**config.mk**
```make
export PLATFORM = sky130hd
export DESIGN_NAME = ecc_hsiao_dec_pipe
export DESIGN_NICKNAME = d
export VERILOG_FILES = /design/src/rtl/ecc_hsiao_dec_pipe.sv
export SDC_FILE = /design/constraint.sdc
export NUM_CORES = 1
export LEC_CHECK = 0
export ABC_AREA = 1
export CAP_MARGIN = 10
export CORE_AREA = 8 8 111 113
export DETAILED_ROUTE_END_ITERATION = 8
export DIE_AREA = 0 0 119 121
export PLACE_DENSITY = 0.8
export SLEW_MARGIN = 20
export SYNTH_ARGS = -nofsm -noshare
export SYNTH_HDL_FRONTEND = slang
export SYNTH_SLANG_ARGS = --single-unit
```
**constraint.sdc**
```tcl
create_clock -name clk_i -period 3.37 [get_ports clk_i]
set_input_delay 0.674 -clock clk_i [delete_from_list [all_inputs] [get_ports clk_i]]
set_output_delay 0.674 -clock clk_i [all_outputs]
set_load 0.01 [all_outputs]
```
**src/rtl/ecc_hsiao_dec_pipe.sv**
```systemverilog
// Two-stage pipelined Hsiao SEC-DED decoder with valid/ready handshake.
// Define ECC_DEC_ERR_CNT_EN to build the saturating SGL/DBL error counters.
module ecc_hsiao_dec_pipe #(
    parameter  int DATA_W = 32,
    parameter  int CHK_W  = 7,
    parameter  int CNT_W  = 16,
    localparam int N      = DATA_W + CHK_W,
    localparam int P_W    = $clog2(N)
) (
    input  logic              clk_i,
    input  logic              rst_i,
    input  logic              in_valid_i,
    output logic              in_ready_o,
    input  logic [N-1:0]      in_i,
    output logic              out_valid_o,
    input  logic              out_ready_i,
    output logic [DATA_W-1:0] out_o,
    output logic [CHK_W-1:0]  syn_o,
    output logic              sgl_o,
    output logic              dbl_o,
    output logic [P_W-1:0]    err_pos_o,
    input  logic              cnt_clr_i,
    output logic [CNT_W-1:0]  sgl_cnt_o,
    output logic [CNT_W-1:0]  dbl_cnt_o
);

    typedef logic [CHK_W-1:0]             col_t;
    typedef logic [DATA_W-1:0][CHK_W-1:0] col_tab_t;

    // Data columns: odd-weight (>=3) vectors taken in ascending numeric order.
    function automatic col_tab_t build_cols();
        col_tab_t tab;
        int       idx;
        tab = '0;
        idx = 0;
        for (int v = 0; v < (1 << CHK_W); v++) begin
            if ($countones(v) >= 3 && ($countones(v) % 2) == 1 && idx < DATA_W) begin
                tab[idx] = v[CHK_W-1:0];
                idx++;
            end
        end
        return tab;
    endfunction

    localparam col_tab_t COLS = build_cols();

    logic              en_a, en_b;
    logic              va_q;
    logic [DATA_W-1:0] data_a_q;
    col_t              syn_a_q;
    col_t              syn_d;

    logic              out_valid_q;
    logic [DATA_W-1:0] out_q, out_d;
    col_t              syn_b_q;
    logic              sgl_q, sgl_d;
    logic              dbl_q, dbl_d;
    logic [P_W-1:0]    pos_q, pos_d;
    logic [N-1:0]      hit;

    assign en_b       = ~out_valid_q | out_ready_i;
    assign en_a       = ~va_q | en_b;
    assign in_ready_o = en_a;

    always_comb begin
        syn_d = in_i[N-1:DATA_W];
        for (int i = 0; i < DATA_W; i++) begin
            if (in_i[i]) syn_d = syn_d ^ COLS[i];
        end
    end

    always_ff @(posedge clk_i or posedge rst_i) begin
        if (rst_i) begin
            va_q     <= 1'b0;
            data_a_q <= '0;
            syn_a_q  <= '0;
        end else if (en_a) begin
            va_q <= in_valid_i;
            if (in_valid_i) begin
                data_a_q <= in_i[DATA_W-1:0];
                syn_a_q  <= syn_d;
            end
        end
    end

    // A nonzero syndrome matches at most one column, so the hit vector is one-hot or zero.
    always_comb begin
        hit   = '0;
        pos_d = '0;
        for (int i = 0; i < DATA_W; i++) hit[i] = (syn_a_q == COLS[i]);
        for (int j = 0; j < CHK_W; j++) hit[DATA_W+j] = (syn_a_q == col_t'(1 << j));
        for (int k = 0; k < N; k++) begin
            if (hit[k]) pos_d = P_W'(k);
        end
        sgl_d = |hit;
        dbl_d = (syn_a_q != '0) & ~sgl_d;
        out_d = data_a_q ^ hit[DATA_W-1:0];
    end

    always_ff @(posedge clk_i or posedge rst_i) begin
        if (rst_i) begin
            out_valid_q <= 1'b0;
            out_q       <= '0;
            syn_b_q     <= '0;
            sgl_q       <= 1'b0;
            dbl_q       <= 1'b0;
            pos_q       <= '0;
        end else if (en_b) begin
            out_valid_q <= va_q;
            if (va_q) begin
                out_q   <= out_d;
                syn_b_q <= syn_a_q;
                sgl_q   <= sgl_d;
                dbl_q   <= dbl_d;
                pos_q   <= pos_d;
            end
        end
    end

    assign out_valid_o = out_valid_q;
    assign out_o       = out_q;
    assign syn_o       = syn_b_q;
    assign sgl_o       = sgl_q;
    assign dbl_o       = dbl_q;
    assign err_pos_o   = pos_q;

`ifdef ECC_DEC_ERR_CNT_EN
    logic             out_hs;
    logic [CNT_W-1:0] sgl_cnt_q, dbl_cnt_q;

    assign out_hs = out_valid_q & out_ready_i;

    // Clear takes priority; an increment in the same cycle is dropped.
    always_ff @(posedge clk_i or posedge rst_i) begin
        if (rst_i) begin
            sgl_cnt_q <= '0;
            dbl_cnt_q <= '0;
        end else if (cnt_clr_i) begin
            sgl_cnt_q <= '0;
            dbl_cnt_q <= '0;
        end else if (out_hs) begin
            if (sgl_q && !(&sgl_cnt_q)) sgl_cnt_q <= sgl_cnt_q + 1'b1;
            if (dbl_q && !(&dbl_cnt_q)) dbl_cnt_q <= dbl_cnt_q + 1'b1;
        end
    end

    assign sgl_cnt_o = sgl_cnt_q;
    assign dbl_cnt_o = dbl_cnt_q;
`else
    logic unused_cnt_clr;
    assign unused_cnt_clr = cnt_clr_i;
    assign sgl_cnt_o      = '0;
    assign dbl_cnt_o      = '0;
`endif

endmodule

```
# --- Word level (Yosys, flattened, before mapping) ---
# Index checks and enable logic that the tools add are counted.
classes:
  eq_ne: 39
  muxes: 70
  n_reduce_logical: 4
  bitwise_logic: 39
op_table:
  columns: ["cell", "count"]
  rows:
  - ["$mux 6", 52]
  - ["$eq 7x6->1 const B", 16]
  - ["$not 3->3", 26]
  - ["$eq 7x5->1 const B", 8]
  - ["$eq 7x7->1 const B", 7]
  - ["$mux 7", 6]
  - ["$reduce_or 39->1", 1]
  - ["$mux 5", 7]
  - ["$xor 32x32->32", 1]
  - ["$not 5->5", 6]
  - ["$eq 7x4->1 const B", 4]
  - ["$eq 7x3->1 const B", 2]
  - ["$mux 4", 3]
  - ["$eq 7x1->1 const B", 1]
  - ["$eq 7x2->1 const B", 1]
  - ["$reduce_bool 7->1", 1]
  - ["$reduce_and 2->1", 2]
  - ["$mux 3", 1]
  - ["$not 1->1", 3]
  - ["$or 1x1->1", 2]
  - ["$and 1x1->1", 1]
  - ["$mux 1", 1]
totals:
  regBits: 88
  wordCells: 161

# --- Depth between registers and ports, before layout ---
# Gate-level depths: netlist of the first run.
logic_depth:
  word_depth: 64
  depth_mapped: 15

# --- Worst setup path after synthesis of the first run ---
# OpenSTA, ideal clock, no wires.
synth_timing:
  kind: "input to register"
  from: "in in_i[23]"
  to: "reg syn_a_q[4]"
  path_stages: 9
  n_path_buf: 1
  required_time_ps: 3241
  arrival_ps: 1826
  setup_time_ps: 129
  path_slack_ps: 1414
  path_cell_list: "buf_2 > xnor2_1 > xnor2_1 > xor2_1 > xor2_1 > inv_1 > or2_0 > nand3_1 > o21ai_1"
synth_via:
  elab_chain_cells: 11
synth_lines:
  columns: ["item", "line", "text"]
  rows:
  - ["start, declared", "14", "input logic [N-1:0] in_i,"]
  - ["$mux 6 *", "68", "if (in_i[i]) syn_d = syn_d ^ COLS[i];"]
  - ["$not 5->5 (no source line)", null, null]
  - ["$mux 6 *", "68", null]
  - ["$not 5->5 (no source line)", null, null]
  - ["$mux 6 *", "68", null]
  - ["$mux 7 * (6 in a row)", "68", null]
  - ["end signal, assigned", "81", "syn_a_q <= syn_d;"]
  - ["end, declared", "50", "col_t syn_a_q;"]
# Every way passes the cells marked *; elsewhere a longest branch is shown, timed or not.
# A chain may end at the register's enable or synchronous reset.

# --- Worst setup path in the final report of the first run ---
layout_timing:
  from: "in out_ready_i"
  to: "out in_ready_o"
layout_via:
  elab_chain_cells: 2
layout_lines:
  columns: ["item", "line", "text"]
  rows:
  - ["start, declared", "16", "input logic out_ready_i,"]
  - ["$or 1x1->1", "61", "assign en_b = ~out_valid_q | out_ready_i;"]
  - ["$or 1x1->1", "62", "assign en_a = ~va_q | en_b;"]
  - ["end, declared", "13", "output logic in_ready_o,"]
# No other way between the ends.

==> impl_metrics.csv, run 1 <==
group,metric,value,unit
routing,viasPerCell,4.91,
logic_synthesis,synth_edf_count,0,
routing,wire_per_inst,15.6,microns
logic_synthesis,ys_warn_count,0,
job,drv_cap,0,
final_layout,fin_nets,769,
floorplan,placementRows,38,
routing,drt-initial-drc-count,291,
global_routing,grt_usage,0.194,
setup_path,worstPathMaxFanout,3,
timing,min_period,2550,ps
status,status,"complete, no violations",
logic_synthesis,netlist_top_cells_area,"dfrtp_1 (42%), nand2_1 (13%), xnor2_1 (12%)",
routing,drt_pre_antenna_iters,4,
clock_network,numCtsBuffers,9,
timing,min_period_over_period,0.756,
routing,routed_wirelength,13600,microns
clock_network,tritoncts,"done",
floorplan,start_util,0.498,
min_path,hp-class,"reg2reg",
logic_synthesis,yosysUniqueCellTypes,32,
global_routing,grt_pass1_wl,22500,microns
setup_path,crit_path_cell_trace,"clkdlybuf4s50_1 -> inv_1 -> nand3_1 -> clkdlybuf4s50_1",
clock_network,h-tree-depth,3,
setup_path,critPathMostFrequentCell,"clkdlybuf4s50_1",
clock_network,cts.sinks,88,
logic_synthesis,synth-seq-cells,88,
final_layout,nFillCells,977,
final_layout,drive_gt1_frac,0.0548,
setup_path,path_class,"in2out",
power_and_ir_drop,p_leak,2.91,nW
floorplan,top_level_ports,125,
global_routing,antenna_found_initial,0,
timing,worst_pin_slew,762,ps
timing,fin_setup_tns,0,ps
timing,setup_violations,0,
logic_synthesis,synth_area_per_cell,8.22,sq um
global_routing,grt_overflow,0,
routing,drcViolationCount,0,
setup_path,cp_data_arrival_time,1870,ps
clock_network,hold_buffers,0,
logic_synthesis,ys_seq_area_frac,0.417,
logic_synthesis,yosys-top-cells-count,"nand2_1 (181), dfrtp_1 (88), xnor2_1 (75), xor2_1 (57), o21ai_0 (49)",
timing,final.setup_skew,8.03,ps
final_layout,area_growth,21.2,%
final_layout,diodes,0,
clock_network,root_buffer,"clkbuf_8",
logic_synthesis,synth-main-ff-cell,"dfrtp_1",
place,post-dp-hpwl,11100,microns
logic_synthesis,synthCells,642,
clock_network,cts_max_path_buffers,2,
clock_network,clk_latency,360,ps
setup_path,crit_required,2700,ps
setup_path,critPathMaxStageDelay,570,ps
logic_synthesis,netlist.area_leader.share,0.417,
logic_synthesis,async_flop_share,1.00,
clock_network,postCtsSetupBuffers,0,
timing,slew_headroom,0.491,
floorplan,core,0.0106,sq mm
place,place_congestion,0.961,
setup_path,start_kind,"input port",
power_and_ir_drop,pwr_density_cell,646,mW/mm^2
timing,rsz0062_at_grt,"no",
routing,via_count,4274,
logic_synthesis,yosysTopAreaCell,"dfrtp_1",
power_and_ir_drop,vdd_drop_max,0.296,mV
floorplan,fp.dieArea,0.0144,sq mm
logic_synthesis,yosysMostFrequentCell,"nand2_1",
timing,fmax,392,MHz
timing,hold_violations,0,
final_layout,final_util,0.603,
setup_path,end_kind,"output port",
floorplan,die_h,121,microns
clock_network,cts-resized-gates,0,
place,io_buffer_count,91,
clock_network,clkTransAtPathRegs,90,ps
global_routing,grt_max_degree,46,
floorplan,die_w,119,microns
routing,ant_nets,0,
logic_synthesis,netlist_area,0.00528,sq mm
setup_path,crit_slowest_cell,"clkdlybuf4s50_1",
timing,maxSlewViolCount,0,
global_routing,grt_pass1_vias,4416,
-- layer usage --
metal	share of wire	global-route usage	vias up
met5	0	0	-
met4	0.017	0.0735	0
met3	0.065	0.0382	18
met2	0.49	0.327	141
met1	0.42	0.240	2024
li1	-	-	2091
-- sequential cells by signal, summed over array words and instances, names as in the netlist --
signal       flops
syn_o            7
out_valid_o      1
err_pos_o        6
sgl_o            1
syn_a_q          7
va_q             1
dbl_o            1
out_o           32
data_a_q        32
-- kinds of logic after synthesis --
group | Yosys count | synth area share
DFF | 88 | 0.417
and+or+nand+nor | 259 | 0.205
AOI/OAI and AO/OA | 61 | 0.0612
other | 1 | 0.000710
buffers and inverters | 101 | 0.0967
xor gates and xnor gates | 132 | 0.219
-- final timing paths --
| check | start | end | slack [ps] | cells after the start |
|---|---|---|---|---|
| max | out_ready_i | in_ready_o | 820 | 4 |
| min reg2reg | err_pos_o[4] | err_pos_o[4] | 490 | 2 |
| min in group asynchronous | rst_i | out_o[9] | 750 | 2 |
| max reg2reg | syn_a_q[2] | err_pos_o[0] | 1270 | 14 |
| max in group asynchronous | rst_i | out_o[28] | 1940 | 3 |
| min | err_pos_o[4] | err_pos_o[4] | 490 | 2 |
-- power breakdown --
part           switching [W]  internal (W)
registers           0.000218       0.00136
logic               0.000995      0.000820
clock network       0.000392      0.000350
total                0.00160       0.00253
-- cell type report --
class                   instances  area, sq um  share of cell area
multi-input cells             484         2690               0.420
flip-flops and latches         88         2200               0.344
repair buffers                 96          961               0.150
well taps                     140          175              0.0274
inverters                      46          174              0.0272
clock buffers                   9          124              0.0194
clock inverters                 7         77.6              0.0121
-- placed cells by master (no fill, tap or decap), drive strengths merged, types with 3 or more instances in the layout --
| master | count |
|---|---|
| nor2 | 46 |
| xor2 | 57 |
| dfrtp | 88 |
| inv | 48 |
| xnor2 | 75 |
| buf | 5 |
| clkinv | 3 |
| o21ai | 55 |
| nand3 | 7 |
| or2 | 4 |
| clkbuf | 9 |
| nor3 | 8 |
| conb | 32 |
| nand4 | 7 |
| clkdlybuf4s50 | 91 |
| nor4 | 3 |
| nand2 | 182 |
-- metrics by stage --
stage / setup slack (ps) / instances / cell area (sq um) / total power (W) / hold slack [ps]
floorplan: 417 / 673 / 5400 / 0.00264 / 468
CTS: 812 / 870 / 6400 / 0.00417 / 489
global placement: 729 / 854 / 6200 / 0.00338 / 462
global route: 751 / 870 / 6400 / 0.00443 / 512
finish: 821 / 870 / 6400 / 0.00414 / 486
detailed placement: 704 / 854 / 6200 / 0.00342 / 466
-- worst max-delay path, delay by kind of cell --
kind	cells	cell delay, ps
and+or+nand+nor	1	130
buffers and inverters	3	1070
Note: power is estimated with default switching activity, not from simulation.
==> run 2, diff against run 1 <==
--- a/config.mk
+++ b/config.mk
@@ -7,10 +7,10 @@
 export LEC_CHECK = 0
 export ABC_AREA = 1
 export CAP_MARGIN = 10
-export CORE_AREA = 8 8 111 113
+export CORE_AREA = 8 8 117 119
 export DETAILED_ROUTE_END_ITERATION = 8
-export DIE_AREA = 0 0 119 121
-export PLACE_DENSITY = 0.8
+export DIE_AREA = 0 0 125 127
+export PLACE_DENSITY = 0.75
 export SLEW_MARGIN = 20
 export SYNTH_ARGS = -nofsm -noshare
 export SYNTH_HDL_FRONTEND = slang
==> constraint.sdc (replaced) <==
create_clock -name clk_i -period 2.3 [get_ports clk_i]
set_input_delay 0.46 -clock clk_i [delete_from_list [all_inputs] [get_ports clk_i]]
set_output_delay 0.46 -clock clk_i [all_outputs]
set_load 0.01 [all_outputs]
==> run 2 against run 1 <==
Register-to-register slack worse by 1100 ps. Clock power up 120%. Clock-buffer cell count up 2. Routed wire length up 3.6%. Highest routed layer unchanged.
==> impl_metrics.csv, run 2 (synthesis results as in run 1) <==
group,metric,value,unit
status,status,"complete, no violations",
floorplan,die_w,125,microns
power_and_ir_drop,internal_power,0.00427,W
clock_network,clk_latency,340,ps
final_layout,layout_common_cells,"nand2_1 (179), clkdlybuf4s50_1 (91), dfrtp_1 (86)",
global_routing,grt_pass1_vias,4427,
power_and_ir_drop,seqPwrFrac,0.349,
power_and_ir_drop,power.switching,0.00243,W
power_and_ir_drop,p_comb_frac,0.412,
place,place_area,0.00639,sq mm
place,post-place-ws,-61.4,ps
global_routing,grt_usage,0.180,
final_layout,drive_gt1_frac,0.0841,
place,place_congestion,0.912,
timing,min_period_over_period,0.916,
routing,drcViolationCount,0,
floorplan,start_util,0.447,
routing,routed_wirelength,14100,microns
final_layout,fin_nets,788,
timing,setup_violations,0,
timing,fmax,475,MHz
power_and_ir_drop,p_leak,3.08,nW
setup_path,start_kind,"register",
floorplan,top_level_ports,125,
power_and_ir_drop,pwr_density_cell,994,mW/mm^2
timing,fin_hold_ws,481,ps
global_routing,grt_overflow,0,
timing,rsz0062_at_grt,"yes",
timing,setup_slack,194,ps
floorplan,fp.dieArea,0.0159,sq mm
place,io_buffer_count,91,
global_routing,grt_pass1_wl,23000,microns
power_and_ir_drop,pwr-share-clk,0.240,
setup_path,cp_data_arrival_time,2340,ps
floorplan,die_h,127,microns
floorplan,placementRows,40,
routing,wire_per_inst,15.7,microns
power_and_ir_drop,vdd_drop_max,0.367,mV
clock_network,clkTransAtPathRegs,60,ps
setup_path,worstPathMaxFanout,5,
timing,hold_violations,0,
routing,drt_pre_antenna_iters,5,
timing,fin_setup_tns,0,ps
final_layout,design_area,0.00673,sq mm
job,drv_cap,0,
place,post-dp-hpwl,11300,microns
timing,maxSlewViolCount,0,
global_routing,antenna_found_initial,0,
final_layout,diodes,0,
floorplan,core,0.0118,sq mm
min_path,hp-class,"reg2reg",
clock_network,cts_max_path_buffers,2,
clock_network,numCtsBuffers,9,
global_routing,grt_max_degree,89,
timing,final.setup_skew,5.68,ps
clock_network,cts.sinks,88,
clock_network,tritoncts,"done",
power_and_ir_drop,p_sw_frac,0.363,
setup_path,end_kind,"register",
timing,min_period,2110,ps
final_layout,area_growth,27.5,%
routing,ant_nets,0,
setup_path,path_class,"reg2reg",
final_layout,final_util,0.570,
clock_network,h-tree-depth,3,
routing,viasPerCell,4.79,
clock_network,root_buffer,"clkbuf_16",
routing,via_count,4292,
final_layout,layout_commonest_cell,"nand2_1",
routing,drt-initial-drc-count,367,
clock_network,hold_buffers,0,
setup_path,crit_required,2540,ps
[run 2: changes by cell type in the layout (fill, tap and decap cells not counted), sizes merged]
cell    change
buf        +19
bufinv      +1
clkbuf      +2
inv         -3
[run 2: cell type report]
type	instances	area, sq um
fill	1073	5080
inverter	46	176
clock inverter	5	78.8
clock buffer	11	253
timing repair buffer	115	1140
sequential	88	2200
multi-input combinational	484	2690
tap	147	184
[run 2: worst max-delay path, cell delays in order, from the launching register on]
cell and delay (ps):
dfrtp_2 430, inv_2 50, nand2_1 170, nor2_1 120
nand2_1 140, nand3_1 100, nor2_1 110, nand4_1 140
nor2_1 130, nand4_1 100, nor2_1 100, nand4_1 90
nor2_1 110, nand4_1 100, nand2_1 70, nand2_1 40
[run 2: stage by stage]
stage / power, W / cells
after global routing: 0.00711 / 896
final: 0.00669 / 896
after global placement: 0.00506 / 880
after CTS: 0.00672 / 896
after floorplan: 0.00387 / 673
after detailed placement: 0.00511 / 880
[run 2: timing repair]
item,4_1_cts,5_1_grt
hold endpoints to repair,0,0
setup endpoints to repair,0,2
setup buffers,0,0
gates resized for setup,0,4
[run 2: power by group through the flow]
stage          Clock, W  Sequential (W)  Combinational (W)
2_1_floorplan         0         0.00244            0.00143
3_3_place_gp          0         0.00233            0.00273
3_5_place_dp          0         0.00235            0.00276
4_1_cts         0.00162         0.00233            0.00277
5_1_grt         0.00168         0.00240            0.00303
6_report        0.00160         0.00233            0.00276
[run 2: metal layers]
metal  wire length [microns]  track usage  up-vias
li1                        -            -     2132
met1                    6390        0.229     2001
met2                    6610        0.295      139
met3                     742       0.0362       20
met4                     325       0.0738        0
met5                       0            0        -
[run 2: path summary, 6_finish.rpt]
path	startpoint	endpoint	slack, ps	cells past startpoint
setup / recovery	syn_a_q[2]	err_pos_o[0]	190	15
hold / removal	err_pos_o[0]	err_pos_o[0]	480	2
setup reg to reg	syn_a_q[2]	err_pos_o[0]	190	15
hold reg to reg	err_pos_o[0]	err_pos_o[0]	480	2
max in group asynchronous	rst_i	out_o[22]	1340	3
min in group asynchronous	rst_i	out_o[4]	560	3
